File: config.mk
export PLATFORM = sky130hd
export DESIGN_NAME = temp_display
export DESIGN_NICKNAME = d
export VERILOG_FILES = /design/src/rtl/temp_display.sv
export SDC_FILE = /design/constraint.sdc
export NUM_CORES = 1
export LEC_CHECK = 0
export CORE_MARGIN = 2
export CORE_UTILIZATION = 52
export CTS_BUF_LIST = sky130_fd_sc_hd__clkbuf_2 sky130_fd_sc_hd__clkbuf_4 sky130_fd_sc_hd__clkbuf_8
export DETAILED_ROUTE_END_ITERATION = 6
export GPL_ROUTABILITY_DRIVEN = 1
export PLACE_DENSITY_LB_ADDON = 0.15
export RECOVER_POWER = 25
export SKIP_LAST_GASP = 1
export SLEW_MARGIN = 30
export SYNTH_ARGS = -nofsm -noshare
export SYNTH_HDL_FRONTEND = slang
export SYNTH_SLANG_ARGS = --single-unit
File: constraint.sdc
create_clock -name clk -period 2.1 [get_ports clk]
set_input_delay 0.315 -clock clk [delete_from_list [all_inputs] [get_ports clk]]
set_output_delay 0.315 -clock clk [all_outputs]
set_load 0.01 [all_outputs]
File: src/rtl/temp_display.sv
// temp_display: converts a binary temperature to three BCD digits using a
// serial shift-add-3 (double dabble) and drives them onto a 3-digit
// multiplexed 7-segment display.
//
// Optional build macro: LEADING_ZERO_BLANK_EN
//   defined   -> leading zero digits are blanked on the display
//   undefined -> all three digits are always shown
// The digit_* outputs are the same in both builds; only seg differs.
//
// Handshake: load is sampled on posedge clk only while the converter is idle
// (busy=0 and not in its done cycle); loads at other times are dropped.
// done pulses for one cycle, on the cycle the new digit_* values first
// appear; busy is low on that cycle.
module temp_display #(
    parameter int BIN_W    = 10,
    parameter int SCAN_DIV = 50000
) (
    input  logic             clk,
    input  logic             rst,
    input  logic             load,
    input  logic [BIN_W-1:0] bin_value,
    output logic             busy,
    output logic             done,
    output logic [3:0]       digit_ones,
    output logic [3:0]       digit_tens,
    output logic [3:0]       digit_huns,
    output logic [2:0]       an,
    output logic [6:0]       seg
);

    localparam int CNT_W  = $clog2(BIN_W + 1);
    localparam int SCAN_W = (SCAN_DIV > 1) ? $clog2(SCAN_DIV) : 1;
    localparam int SR_W   = 12 + BIN_W;

    localparam logic [BIN_W-1:0]  MAX_VAL    = BIN_W'(999);
    localparam logic [CNT_W-1:0]  LAST_SHIFT = CNT_W'(BIN_W - 1);
    localparam logic [SCAN_W-1:0] SCAN_LAST  = SCAN_W'(SCAN_DIV - 1);

    typedef enum logic [1:0] {
        S_IDLE  = 2'd0,
        S_SHIFT = 2'd1,
        S_DONE  = 2'd2
    } state_t;

    state_t state;
    state_t state_next;

    // Control strobes decoded from the FSM
    logic capture;
    logic shift_en;
    logic finish;

    // Conversion datapath
    logic [BIN_W-1:0] bin_reg;
    logic [11:0]      bcd_reg;
    logic [CNT_W-1:0] shift_cnt;
    logic [11:0]      bcd_adj;
    logic [SR_W-1:0]  sr_shifted;
    logic [BIN_W-1:0] bin_sat;

    // Display scan
    logic [SCAN_W-1:0] scan_cnt;
    logic [3:0]        sel_digit;
    logic              blank;

    // Segment decode for one BCD digit, active-low {g,f,e,d,c,b,a}
    function automatic logic [6:0] seg_decode(input logic [3:0] d);
        logic [6:0] p;
        case (d)
            4'd0:    p = 7'b1000000;
            4'd1:    p = 7'b1111001;
            4'd2:    p = 7'b0100100;
            4'd3:    p = 7'b0110000;
            4'd4:    p = 7'b0011001;
            4'd5:    p = 7'b0010010;
            4'd6:    p = 7'b0000010;
            4'd7:    p = 7'b1111000;
            4'd8:    p = 7'b0000000;
            4'd9:    p = 7'b0010000;
            default: p = 7'b1111111;
        endcase
        return p;
    endfunction

    // Conversion FSM state register
    always_ff @(posedge clk or posedge rst) begin
        if (rst) begin
            state <= S_IDLE;
        end else begin
            state <= state_next;
        end
    end

    // Conversion FSM next-state and control strobes
    always_comb begin
        state_next = state;
        capture    = 1'b0;
        shift_en   = 1'b0;
        finish     = 1'b0;
        case (state)
            S_IDLE: begin
                if (load) begin
                    capture    = 1'b1;
                    state_next = S_SHIFT;
                end
            end
            S_SHIFT: begin
                shift_en = 1'b1;
                if (shift_cnt == LAST_SHIFT) begin
                    state_next = S_DONE;
                end
            end
            S_DONE: begin
                finish     = 1'b1;
                state_next = S_IDLE;
            end
            default: begin
                state_next = S_IDLE;
            end
        endcase
    end

    // Saturate the input so the result always fits three BCD digits
    always_comb begin
        bin_sat = (bin_value > MAX_VAL) ? MAX_VAL : bin_value;
    end

    // Add-3 correction on every nibble >= 5, then one left shift of {bcd,bin}
    always_comb begin
        bcd_adj = bcd_reg;
        for (int i = 0; i < 3; i++) begin
            if (bcd_reg[i*4 +: 4] >= 4'd5) begin
                bcd_adj[i*4 +: 4] = bcd_reg[i*4 +: 4] + 4'd3;
            end
        end
        sr_shifted = {bcd_adj, bin_reg} << 1;
    end

    // Conversion datapath and visible digit registers; digits only change in DONE
    always_ff @(posedge clk or posedge rst) begin
        if (rst) begin
            bin_reg    <= '0;
            bcd_reg    <= '0;
            shift_cnt  <= '0;
            busy       <= 1'b0;
            done       <= 1'b0;
            digit_ones <= 4'd0;
            digit_tens <= 4'd0;
            digit_huns <= 4'd0;
        end else begin
            done <= finish;
            if (capture) begin
                bin_reg   <= bin_sat;
                bcd_reg   <= '0;
                shift_cnt <= '0;
                busy      <= 1'b1;
            end
            if (shift_en) begin
                bcd_reg   <= sr_shifted[SR_W-1:BIN_W];
                bin_reg   <= sr_shifted[BIN_W-1:0];
                shift_cnt <= shift_cnt + 1'b1;
            end
            if (finish) begin
                digit_ones <= bcd_reg[3:0];
                digit_tens <= bcd_reg[7:4];
                digit_huns <= bcd_reg[11:8];
                busy       <= 1'b0;
            end
        end
    end

    // Free-running scan divider; rotates the digit select on each wrap
    always_ff @(posedge clk or posedge rst) begin
        if (rst) begin
            scan_cnt <= '0;
            an       <= 3'b001;
        end else if (scan_cnt == SCAN_LAST) begin
            scan_cnt <= '0;
            an       <= {an[1:0], an[2]};
        end else begin
            scan_cnt <= scan_cnt + 1'b1;
        end
    end

    // Pick the selected digit and decide whether it is blanked
    always_comb begin
        sel_digit = digit_ones;
        blank     = 1'b0;
        case (an)
            3'b010:  sel_digit = digit_tens;
            3'b100:  sel_digit = digit_huns;
            default: sel_digit = digit_ones;
        endcase
`ifdef LEADING_ZERO_BLANK_EN
        if (an == 3'b100 && digit_huns == 4'd0) begin
            blank = 1'b1;
        end
        if (an == 3'b010 && digit_huns == 4'd0 && digit_tens == 4'd0) begin
            blank = 1'b1;
        end
`endif
    end

    // Segment drive for the selected digit
    always_comb begin
        seg = blank ? 7'b1111111 : seg_decode(sel_digit);
    end

endmodule

======== Word level (Yosys, flattened, before mapping) ========
Memory sizes are Yosys's and may differ from the RTL's.
Cells that the tools add are included.
word-level totals
  register bits after elaboration ......... 61
  ROM bits ................................ 112
  input port bits ......................... 13
  word-level logic and storage cells ...... 54
  memories ................................ 1
cells by class
  add/subtract/negate cells ............... 5
  magnitude comparators ................... 4
  equal/unequal tests ..................... 8
  mux-type cells .......................... 21
  reductions and logical operators ........ 4
memories
  name             words  width  rd ports  clocked after Yosys merged registers in  write ports  RTL line  text
  (no name shown)  16     7      1         0                                        0            69        case (d)
operators by type and width
  operator                                                                count
  10-bit 2-to-1 mux                                                       3
  12-bit 2-to-1 mux                                                       2
  16-bit by 1-bit adder with 16-bit output (second input constant)        1
  16-bit == test (second input constant)                                  1
  16-bit 2-to-1 mux                                                       1
  4-bit 2-to-1 mux                                                        4
  4-bit by 3-bit >= comparator with 1-bit output (second input constant)  3
  10-bit greater-than comparator (second input constant)                  1
  4-bit by 2-bit adder with 4-bit output (second input constant)          2
  4-bit one-hot mux with 2 select lines                                   1
  1-bit 2-to-1 mux                                                        6
  4-bit by 1-bit adder with 4-bit output (second input constant)          1
  4-bit == test (second input constant)                                   1
  2-bit 2-to-1 mux                                                        2
  2-bit != test (second input constant)                                   2
  2-bit one-hot mux with 2 select lines                                   1
  2-bit nonzero test                                                      2
  3-bit by 2-bit adder with 3-bit output (second input constant)          1
  3-bit by 2-bit == test with 1-bit output (second input constant)        1
  3-bit == test (second input constant)                                   1
  3-bit 2-to-1 mux                                                        1
  2-bit by 1-bit == test with 1-bit output (second input constant)        1
  2-bit == test (second input constant)                                   1
  2-bit logical NOT                                                       1
  2-bit AND reduction                                                     1

======== Longest topological paths before layout ========
  depth in word-level cells ............... 4
  mapped depth ............................ 8
  depth with buffers taken out ............ 7

======== Least setup slack after synthesis ========
OpenSTA, ideal clock, no wires.
  path type ............................... reg-to-output
  from .................................... register an[0]
  to ...................................... output seg[3]
  arrival ................................. 1863 ps
  required time ........................... 1785 ps
  setup slack ............................. -78 ps
  cell stages (with the launch flop) ...... 7
  buffers on the path ..................... 1
  cell sequence ........................... dfstp_2 buf_2 nor3_1 o21ai_0 o311ai_2 ha_1 a221o_1
on the way
  cells in the longest elaborated chain, start to end .. 3
  elaborated cells between the ends (all ways) .. 4
  classes of those cells .................. eq/ne (2); mux (1); memory (1)
ends and longest elaborated chain
  element                                                                           RTL line  text
  start: declaration                                                                27        output logic [2:0] an,
  start signal: assignment                                                          179       an <= {an[1:0], an[2]};
  3-bit == test / 3-bit by 2-bit == test with 1-bit output (equally long branches)  189       case (an)
  4-bit one-hot mux with 2 select lines (*)                                         189
  memory read 16 x 7 bit (*)                                                        n/a
  end: declaration                                                                  28        output logic [6:0] seg
Mark *: on every way between the ends. The rest lies on a longest branch, timed or not.

======== Final worst setup path ========
  from .................................... register an[1]
  to ...................................... output seg[3]
The elaborated chain is that of the path after synthesis.

==> metrics <==
outcome=finished with violations; violations in the final reports=setup timing; CTS tree=yes; fin nets=405; Crit. End Element=output pin; Comb power frac=45.8%; Switching Share=36.95%; P_sw=1.955 mW; dpl hpwl=4.456 mm; PD cells=1298 mW/mm²; final setup margin=-314.8 ps; Data arrival, critical path=2100 ps; FP Rows=28; CP required=1780 ps; Ant. Diodes=0; port bufs=36; core area=0.005851 mm²; Clock H-tree levels=3; vias=2444; WL/cell=14.03 µm; synthesized instance count=306; top cell type's share of synthesized area=48.27%; Ys Warns=0; Placed Area=0.003739 mm²; clock slew at reported path FFs=70 ps; Mapped Area=0.003110 mm²; DR iter-0 viols=94; RSZ-0062 raised after global routing=yes; Post-synth ARST share=100.0%; Yosys reg bits=61; Max Cap Viol=0; count leader, synth=dfrtp_1; EDFF count, synth=0; Achievable Freq=414.1 MHz; Cell Int Power=3.336 mW; pin count of the biggest net entering global routing=62; synth unique cells=46; vias in the first global route=2365; top post-synthesis cells by area=dfrtp_1 (48%), ha_1 (4.8%), o21ai_0 (4.0%), nor2_1 (3.7%), xnor2_1 (3.7%); max FFs per register=16; fin crit share=115.0%; Root Buffer=clkbuf_8; worst min path class=reg2reg; Critical Path Max Stage Delay=460 ps; Critical Path Source Type=register; Clk Latency, worst-skew pair=340 ps; WL final=6.456 mm; Die Y=81.34 µm; DRT Pass-1 Iters=5; fin crit period=2415 ps; CTS sink count=61; Fin. Hold Viols=0; clk_skew=9.045 ps; DRC Markers=0; GRT Overall Usage=22.04%; layout cells sized above 1=25.19%; final hold slack=455.1 ps; Crit Path Max Fanout=7; relative slew slack=0.8076%; Clock Path Buffers=2; Avg Cell Area, Syn=10.16 µm²; Final Instance Area=0.004075 mm²; Area Overhead vs Synth=31.01%; Ports=37; Final Max Slew Viols=0; Slew @ Worst Pin=1488 ps; critical-path cell list=buf_6, nor3_1, o21ai_1, o311ai_4, buf_4, inv_2, a221o_1, buf_2; Syn Nets=331; Die X=81.34 µm; Commonest cells post-synth=dfrtp_1 (60), nor2_1 (31), o21ai_0 (25); CTS hold repair buffers=0; TritonCTS Buffers=9; Setup CP Type=reg2out; die area=0.006616 mm²; area leader, netlist=dfrtp_1; post-place setup slack=-374.4 ps; Clock power frac=19.4%; CP max-delay cell=dfrtp_2; PnR Total Power=5.290 mW; final setup violating endpoints=7; Synth Flop Type=dfrtp_1; register area share after synthesis=49.12%; Via density=5.313; sequential share of power=34.8%; first-pass GRT wire length=11.08 mm; initial core utilization=53.17%; global route overflow=0; RePlAce Congestion=0.8464; LEAKAGE=1.831 nW; Worst VDD drop=0.8864 mV; initial antenna violation count=0; remaining antenna violation count after routing=0
[metal layers]
layer	vias up	GRT usage, %	wire length (µm)
met5	-	0	0
met4	0	6.610	78
met3	5	5.000	180
met2	35	34.92	3217
met1	1182	30.25	2980
li1	1222	-	-
[cell usage in the layout, fill, tap and decap left out, drive strengths merged, types with 2 or more instances in the layout]
cell and n:
inv 18, a32o 3, clkinv 4, o31ai 4
a22oi 3, buf 45, o22ai 5, o311ai 4
nor2 31, nor2b 9, clkbuf 10, mux2 9
nand2b 8, clkdlybuf4s50 28, clkinvlp 2, nand3 13
nand2 22, ha 12, and2 2, o21ai 27
xor2 5, dfrtp 60, o21bai 5, a221o 2
nand4 6, a21oi 9, nor3 10, xnor2 13
a222oi 2, mux2i 2
[metrics by stage]
stage	setup TNS (ps)	utilization, %	cells
finish	-1705	69.65	460
global route	-5762	69.65	460
CTS	-1745	69.67	460
detailed placement	-1971	63.90	434
global placement	-1597	63.90	434
floorplan	0	-	306
[cell families after synthesis]
| group | synth area share (%) |
|---|---|
| flip-flops | 49.12 |
| adder cells (fa/ha/maj) | 4.827 |
| AO/OA/AOI/OAI | 15.12 |
| AND/OR/NAND/NOR | 17.58 |
| XOR/XNOR | 5.068 |
| buffers and inverters | 4.384 |
| multiplexers | 3.902 |
[final timing paths]
path                                              from                      to  slack [ps]  depth (start not counted)
worst max-delay path                 an[1]$_DFFE_PP0N_                  seg[3]        -310                          8
worst min-delay path             scan_cnt[0]$_DFF_PP0_   scan_cnt[0]$_DFF_PP0_         460                          1
worst max register to register  scan_cnt[13]$_DFF_PP0_       an[1]$_DFFE_PP0N_         320                          5
worst min register to register   scan_cnt[0]$_DFF_PP0_   scan_cnt[0]$_DFF_PP0_         460                          1
max in group asynchronous                          rst       an[1]$_DFFE_PP0N_         160                          3
min in group asynchronous                          rst  bin_reg[6]$_DFFE_PP0P_         910                          3
[power groups by stage]
stage          clock network (mW)  registers, mW  logic [mW]
3_3_place_gp                    0           1.83        2.29
6_report                     1.03           1.84        2.42
3_5_place_dp                    0           1.84        2.35
4_1_cts                      1.06           1.84        2.42
2_1_floorplan                   0           1.83        1.31
5_1_grt                      1.13           1.88        2.70
[critical path: cells and delay by family, from the launching register on]
family,cells,cell delay (ps)
compound gates,3,570
buf+inv,4,540
flops,1,460
simple gates,1,210
[cell type report]
type,count,area [µm²]
Timing Repair Buffer,75,643.1
Sequential cell,61,1530
Multi-Input combinational cell,215,1540
Fill cell,435,1775
Inverter,18,67.56
Tap cell,75,93.84
Clock inverter,7,76.32
Clock buffer,9,123.9
[timing repair]
action                     4_1_cts  5_1_grt
pin swaps                        8        3
setup endpoints to repair        7        7
resized for setup               48        5
buffers inserted                10        0
cloned                           0        0
Note: power is estimated with default switching activity, not from simulation.
